<file path="config.mk">
export PLATFORM = sky130hd
export DESIGN_NAME = fetch_queue
export DESIGN_NICKNAME = d
export VERILOG_FILES = /design/src/rtl/fetch_queue.sv
export SDC_FILE = /design/constraint.sdc
export NUM_CORES = 1
export LEC_CHECK = 0
export ABC_CLOCK_PERIOD_IN_PS = 3450
export CELL_PAD_IN_SITES_DETAIL_PLACEMENT = 2
export CELL_PAD_IN_SITES_GLOBAL_PLACEMENT = 2
export CORE_ASPECT_RATIO = 0.7
export CORE_MARGIN = 2
export CORE_UTILIZATION = 30
export DETAILED_ROUTE_END_ITERATION = 10
export PLACE_DENSITY_LB_ADDON = 0.12
export SLEW_MARGIN = 20
export SYNTH_ARGS = -nofsm -noshare
export SYNTH_HDL_FRONTEND = slang
export SYNTH_SLANG_ARGS = --single-unit
</file>
<file path="constraint.sdc">
create_clock -name clk -period 3.45 [get_ports clk]
set_input_delay 0.69 -clock clk [delete_from_list [all_inputs] [get_ports clk]]
set_output_delay 0.69 -clock clk [all_outputs]
set_load 0.03 [all_outputs]
</file>
<file path="src/rtl/fetch_queue.sv">
// fetch_queue: circular instruction buffer between fetch and decode.
// Holds instruction, PC, PC+4 and ISA tag per entry; the head entry drives
// the decode-side outputs and a full queue stalls the fetch-stage PC.
module fetch_queue #(
  parameter int DEPTH = 4
) (
  input  logic                     clk,
  input  logic                     rst,
  input  logic                     ValidF,
  input  logic [31:0]              InstrF,
  input  logic [31:0]              PCF,
  input  logic [31:0]              PCPlus4F,
  input  logic                     ArmF,
  output logic                     StallF,
  input  logic                     StallD,
  input  logic                     FlushD,
  output logic                     ValidD,
  output logic [31:0]              InstrD,
  output logic [31:0]              PCD,
  output logic [31:0]              PCPlus4D,
  output logic                     ArmD,
  output logic [$clog2(DEPTH):0]   CountQ
);

  localparam int PW = $clog2(DEPTH);
  localparam int CW = PW + 1;

  logic [31:0]   instrMem [DEPTH];
  logic [31:0]   pcMem    [DEPTH];
  logic [31:0]   pc4Mem   [DEPTH];
  logic          armMem   [DEPTH];

  logic [PW-1:0] wrPtr;
  logic [PW-1:0] rdPtr;
  logic          push;
  logic          pop;

  // Full/valid come only from registered occupancy, so StallF has no path
  // from StallD or FlushD; a same-cycle pop cannot open a slot for a push.
  assign StallF = (CountQ == CW'(DEPTH));
  assign ValidD = (CountQ != '0);
  assign push   = ValidF & ~StallF & ~FlushD;
  assign pop    = ValidD & ~StallD & ~FlushD;

  // Entry storage: written at the write pointer on an accepted push.
  always_ff @(posedge clk) begin
    if (!rst && push) begin
      instrMem[wrPtr] <= InstrF;
      pcMem[wrPtr]    <= PCF;
      pc4Mem[wrPtr]   <= PCPlus4F;
      armMem[wrPtr]   <= ArmF;
    end
  end

  // Pointers and occupancy; reset beats flush, flush beats push/pop.
  always_ff @(posedge clk) begin
    if (rst) begin
      wrPtr  <= '0;
      rdPtr  <= '0;
      CountQ <= '0;
    end else if (FlushD) begin
      wrPtr  <= '0;
      rdPtr  <= '0;
      CountQ <= '0;
    end else begin
      if (push) wrPtr <= wrPtr + 1'b1;
      if (pop)  rdPtr <= rdPtr + 1'b1;
      case ({push, pop})
        2'b10:   CountQ <= CountQ + 1'b1;
        2'b01:   CountQ <= CountQ - 1'b1;
        default: CountQ <= CountQ;
      endcase
    end
  end

  // Head entry onto the decode outputs, zeroed while the queue is empty.
  always_comb begin
    InstrD   = '0;
    PCD      = '0;
    PCPlus4D = '0;
    ArmD     = 1'b0;
    if (ValidD) begin
      InstrD   = instrMem[rdPtr];
      PCD      = pcMem[rdPtr];
      PCPlus4D = pc4Mem[rdPtr];
      ArmD     = armMem[rdPtr];
    end
  end

endmodule

</file>
==> flow_summary_export.csv <==
group,metric,value,unit
clocking,cts_tree,"built",
timing,hold_viol_final,0,
setup_path,reg2regPathDepth,9,
power_and_ir_drop,power,0.0105,W
logic_synthesis,synth_warnings,0,
logic_synthesis,yosysUniqueCellTypes,26,
setup_path,crit_arrival,2.67,ns
min_path,min_from,"rdPtr[1]$_SDFFE_PP0P_",
clocking,clock_latency,0.54,ns
timing,max_freq,298,MHz
clocking,cts_buffers,42,
min_path,min_path_type,"reg -> reg",
placed_design,gp_congestion,0.666,
timing,grt_setup_unrepaired,"yes",
cells_and_area,fin_area,0.0196,sq mm
power_and_ir_drop,p_switching,0.00214,W
power_and_ir_drop,switching_share,20.3,%
logic_synthesis,synth-seq-area-share,78.3,%
grt,grt_use_met3,3.26,%
timing,skew,0.0137,ns
route,drc,0,
grt,antenna_found_initial,2,
cells_and_area,drive_above_1_share,20.2,%
placed_design,dpl_worst_slack,0.504,ns
timing,finalMaxSlewViolations,0,
power_and_ir_drop,pwr_density_cell,538,mW/mm^2
placed_design,place_area,0.0181,sq mm
route,vias,7348,
clocking,clockBufferDepth,3,
run_status,status,"finished, final reports clean",
route,vias_per_cell,4.57,
setup_path,timing.rr.end,"CountQ[2]$_SDFFE_PP0P_",
die,io_pins,204,
cells_and_area,layout_common_cells,"edfxtp_1 (388), clkdlybuf4s50_1 (202), and2_1 (98)",
route,wl_per_cell,23.2,um
grt,grt_max_degree,58,
die,fp-row-count,68,
grt,busiest_layer,"met2",
route,first_iter_violations,389,
power_and_ir_drop,seq_power_share,50.9,%
logic_synthesis,postSynthCellCount,670,
setup_path,cp-start-kind,"flop",
setup_path,rr_startpoint,"CountQ[2]$_SDFFE_PP0P_",
min_path,min_path_cells,2,
clocking,path_clk_slew,0.06,ns
grt,grt_pass1_vias,8498,
timing,setup_ws,0.0906,ns
setup_path,cp-end-kind,"output pin",
setup_path,crit_type,"reg -> out",
die,core_area,0.0495,sq mm
grt,gr-usage-met1,19.0,%
route,first_pass_iters,4,
grt,gr-usage-met2,24.8,%
route,ant_nets,0,
logic_synthesis,synth_area,0.0151,sq mm
run,cap_violations,0,
die,start_util,30.5,%
power_and_ir_drop,leakagePower,6.08,nW
setup_path,reg2reg_slack,0.84,ns
die,die_h,192,um
power_and_ir_drop,pwr-share-clk,44.5,%
cells_and_area,nFillCells,4701,
timing,setup_viol,0,
die,die_w,272,um
clocking,clockRootBuffer,"clkbuf_16",
cells_and_area,syn2layout_area_growth,29.5,%
setup_path,cp.required,2.76,ns
placed_design,io_buffers,203,
placed_design,dp_hpwl,22.4,mm
power_and_ir_drop,comb_power_share,4.7,%
timing,relSlewSlack,69.5,%
logic_synthesis,syn-num-nets,778,
timing,worstMarginPinSlew,0.456,ns
grt,grt_overflow,0,
route,routed_wirelength,37.4,mm
clocking,htree_levels,2,
grt,grt_usage,14.5,%
die,fp.dieArea,0.0522,sq mm
cells_and_area,layout_commonest_cell,"edfxtp_1",
timing,period_minus_slack,3.36,ns
timing,fin_crit_sh,97.4,%
clocking,holdBufCountCts,0,
clocking,cts_num_sinks,397,
logic_synthesis,avgSynthCellArea,22.6,sq um
cells_and_area,final_nets,1015,
logic_synthesis,ys_ff_latch,397,
power_and_ir_drop,internal-power,0.00839,W
setup_path,path_max_fanout,40,
power_and_ir_drop,peakVddDrop,0.307,mV
grt,grt_pass1_wl,56.0,mm
==> synthesized netlist by cell type <==
library cell / instances / share of area [%]
and2_1: 98 / 4.1
mux4_2: 97 / 14
ha_1: 5 / 0.41
nand3_1: 1 / 0.033
buf_6: 1 / 0.074
and3_1: 4 / 0.17
fa_1: 1 / 0.13
nor3_1: 1 / 0.033
nor3_2: 1 / 0.066
buf_2: 11 / 0.36
or3b_1: 1 / 0.058
inv_1: 7 / 0.17
clkbuf_1: 17 / 0.42
edfxtp_1: 388 / 77
nand2b_1: 2 / 0.083
or3_1: 3 / 0.12
a21o_1: 1 / 0.050
nor2_1: 4 / 0.099
buf_8: 4 / 0.40
dfxtp_1: 9 / 1.2
o21ai_0: 3 / 0.099
nand4_1: 1 / 0.041
a21oi_1: 6 / 0.20
or2_2: 1 / 0.041
xor2_1: 2 / 0.12
o31ai_1: 1 / 0.050
==> power groups by stage <==
stage | logic [W] | clock network [W] | registers (W)
after floorplan | 0.000197 | 0 | 0.00546
after global placement | 0.000487 | 0 | 0.00545
after detailed placement | 0.000503 | 0 | 0.00546
after CTS | 0.000509 | 0.00484 | 0.00535
after global routing | 0.000533 | 0.00503 | 0.00536
final | 0.000494 | 0.00468 | 0.00535
==> worst max-delay path, stage by stage, from the launching register on <==
cell	delay, ns
dfxtp_4	0.40
buf_12	0.33
mux4_2	0.56
and2_1	0.21
clkdlybuf4s50_1	0.61
==> logic make-up (layout without fill, tap and decap cells) <==
group,after synthesis,count (layout),share of synthesized area (%)
compound gates,11,11,0.397
xor+xnor,2,2,0.116
fa+ha+maj,6,6,0.546
buf+inv,40,311,1.43
flops,397,397,78.3
mux,97,97,14.5
other cells,0,2,0
simple gates,117,117,4.80
==> final cells by class <==
| type | count | area, sq um | area share, % |
|---|---|---|---|
| sequential | 397 | 11800 | 60.5 |
| multi-input combinational | 233 | 3100 | 15.8 |
| timing repair buffer | 226 | 2350 | 12.0 |
| clock buffer | 49 | 1140 | 5.83 |
| tap | 665 | 832 | 4.25 |
| clock inverter | 29 | 292 | 1.49 |
| inverter | 7 | 27.5 | 0.141 |
| antenna | 2 | 5.00 | 0.0256 |
==> how the worst max path moves through the flow <==
stage / startpoint / end / depth (start not counted)
3_5_place_dp: flop / PCD[5] / 4
5_1_grt: flop / PCD[3] / 4
2_1_floorplan: CountQ[0]$_SDFFE_PP0P_ / armMem[0]$_DFFE_PP_ / 3
6_report: flop / PCPlus4D[1] / 4
3_3_place_gp: flop / PCPlus4D[29] / 4
4_1_cts: flop / PCD[11] / 4
==> metal layers <==
layer | vias up | wire length [um]
li1 | 3215 | -
met1 | 3912 | 16200
met2 | 163 | 18700
met3 | 54 | 1840
met4 | 4 | 579
met5 | - | 26
==> sequential cells by signal, summed over array words and instances (netlist names), named ones only <==
| register | flops |
|---|---|
| CountQ | 3 |
| armMem | 4 |
| instrMem | 128 |
| pc4Mem | 128 |
| pcMem | 128 |
| rdPtr | 2 |
| wrPtr | 2 |
==> metrics by stage <==
stage	std cells	hold slack [ns]	utilization (%)	setup TNS, ns
4_1_cts	1606	0.510	39.5	-0.0144
2_1_floorplan	670	0.459	-	0
3_5_place_dp	1526	0.507	36.5	0
3_3_place_gp	1526	0.463	36.5	0
5_1_grt	1606	0.566	39.5	-1.15
6_report	1608	0.495	39.5	0
==> repair_timing <==
| action | in CTS | in global routing |
|---|---|---|
| setup buffers | 1 | 0 |
| gates resized for setup | 1 | 2 |
| pin swaps | 0 | 0 |
| gates cloned | 1 | 0 |
| endpoints found under the setup margin | 58 | 89 |
| hold endpoints to repair | 0 | 0 |
Note: power is estimated with default switching activity, not from simulation.
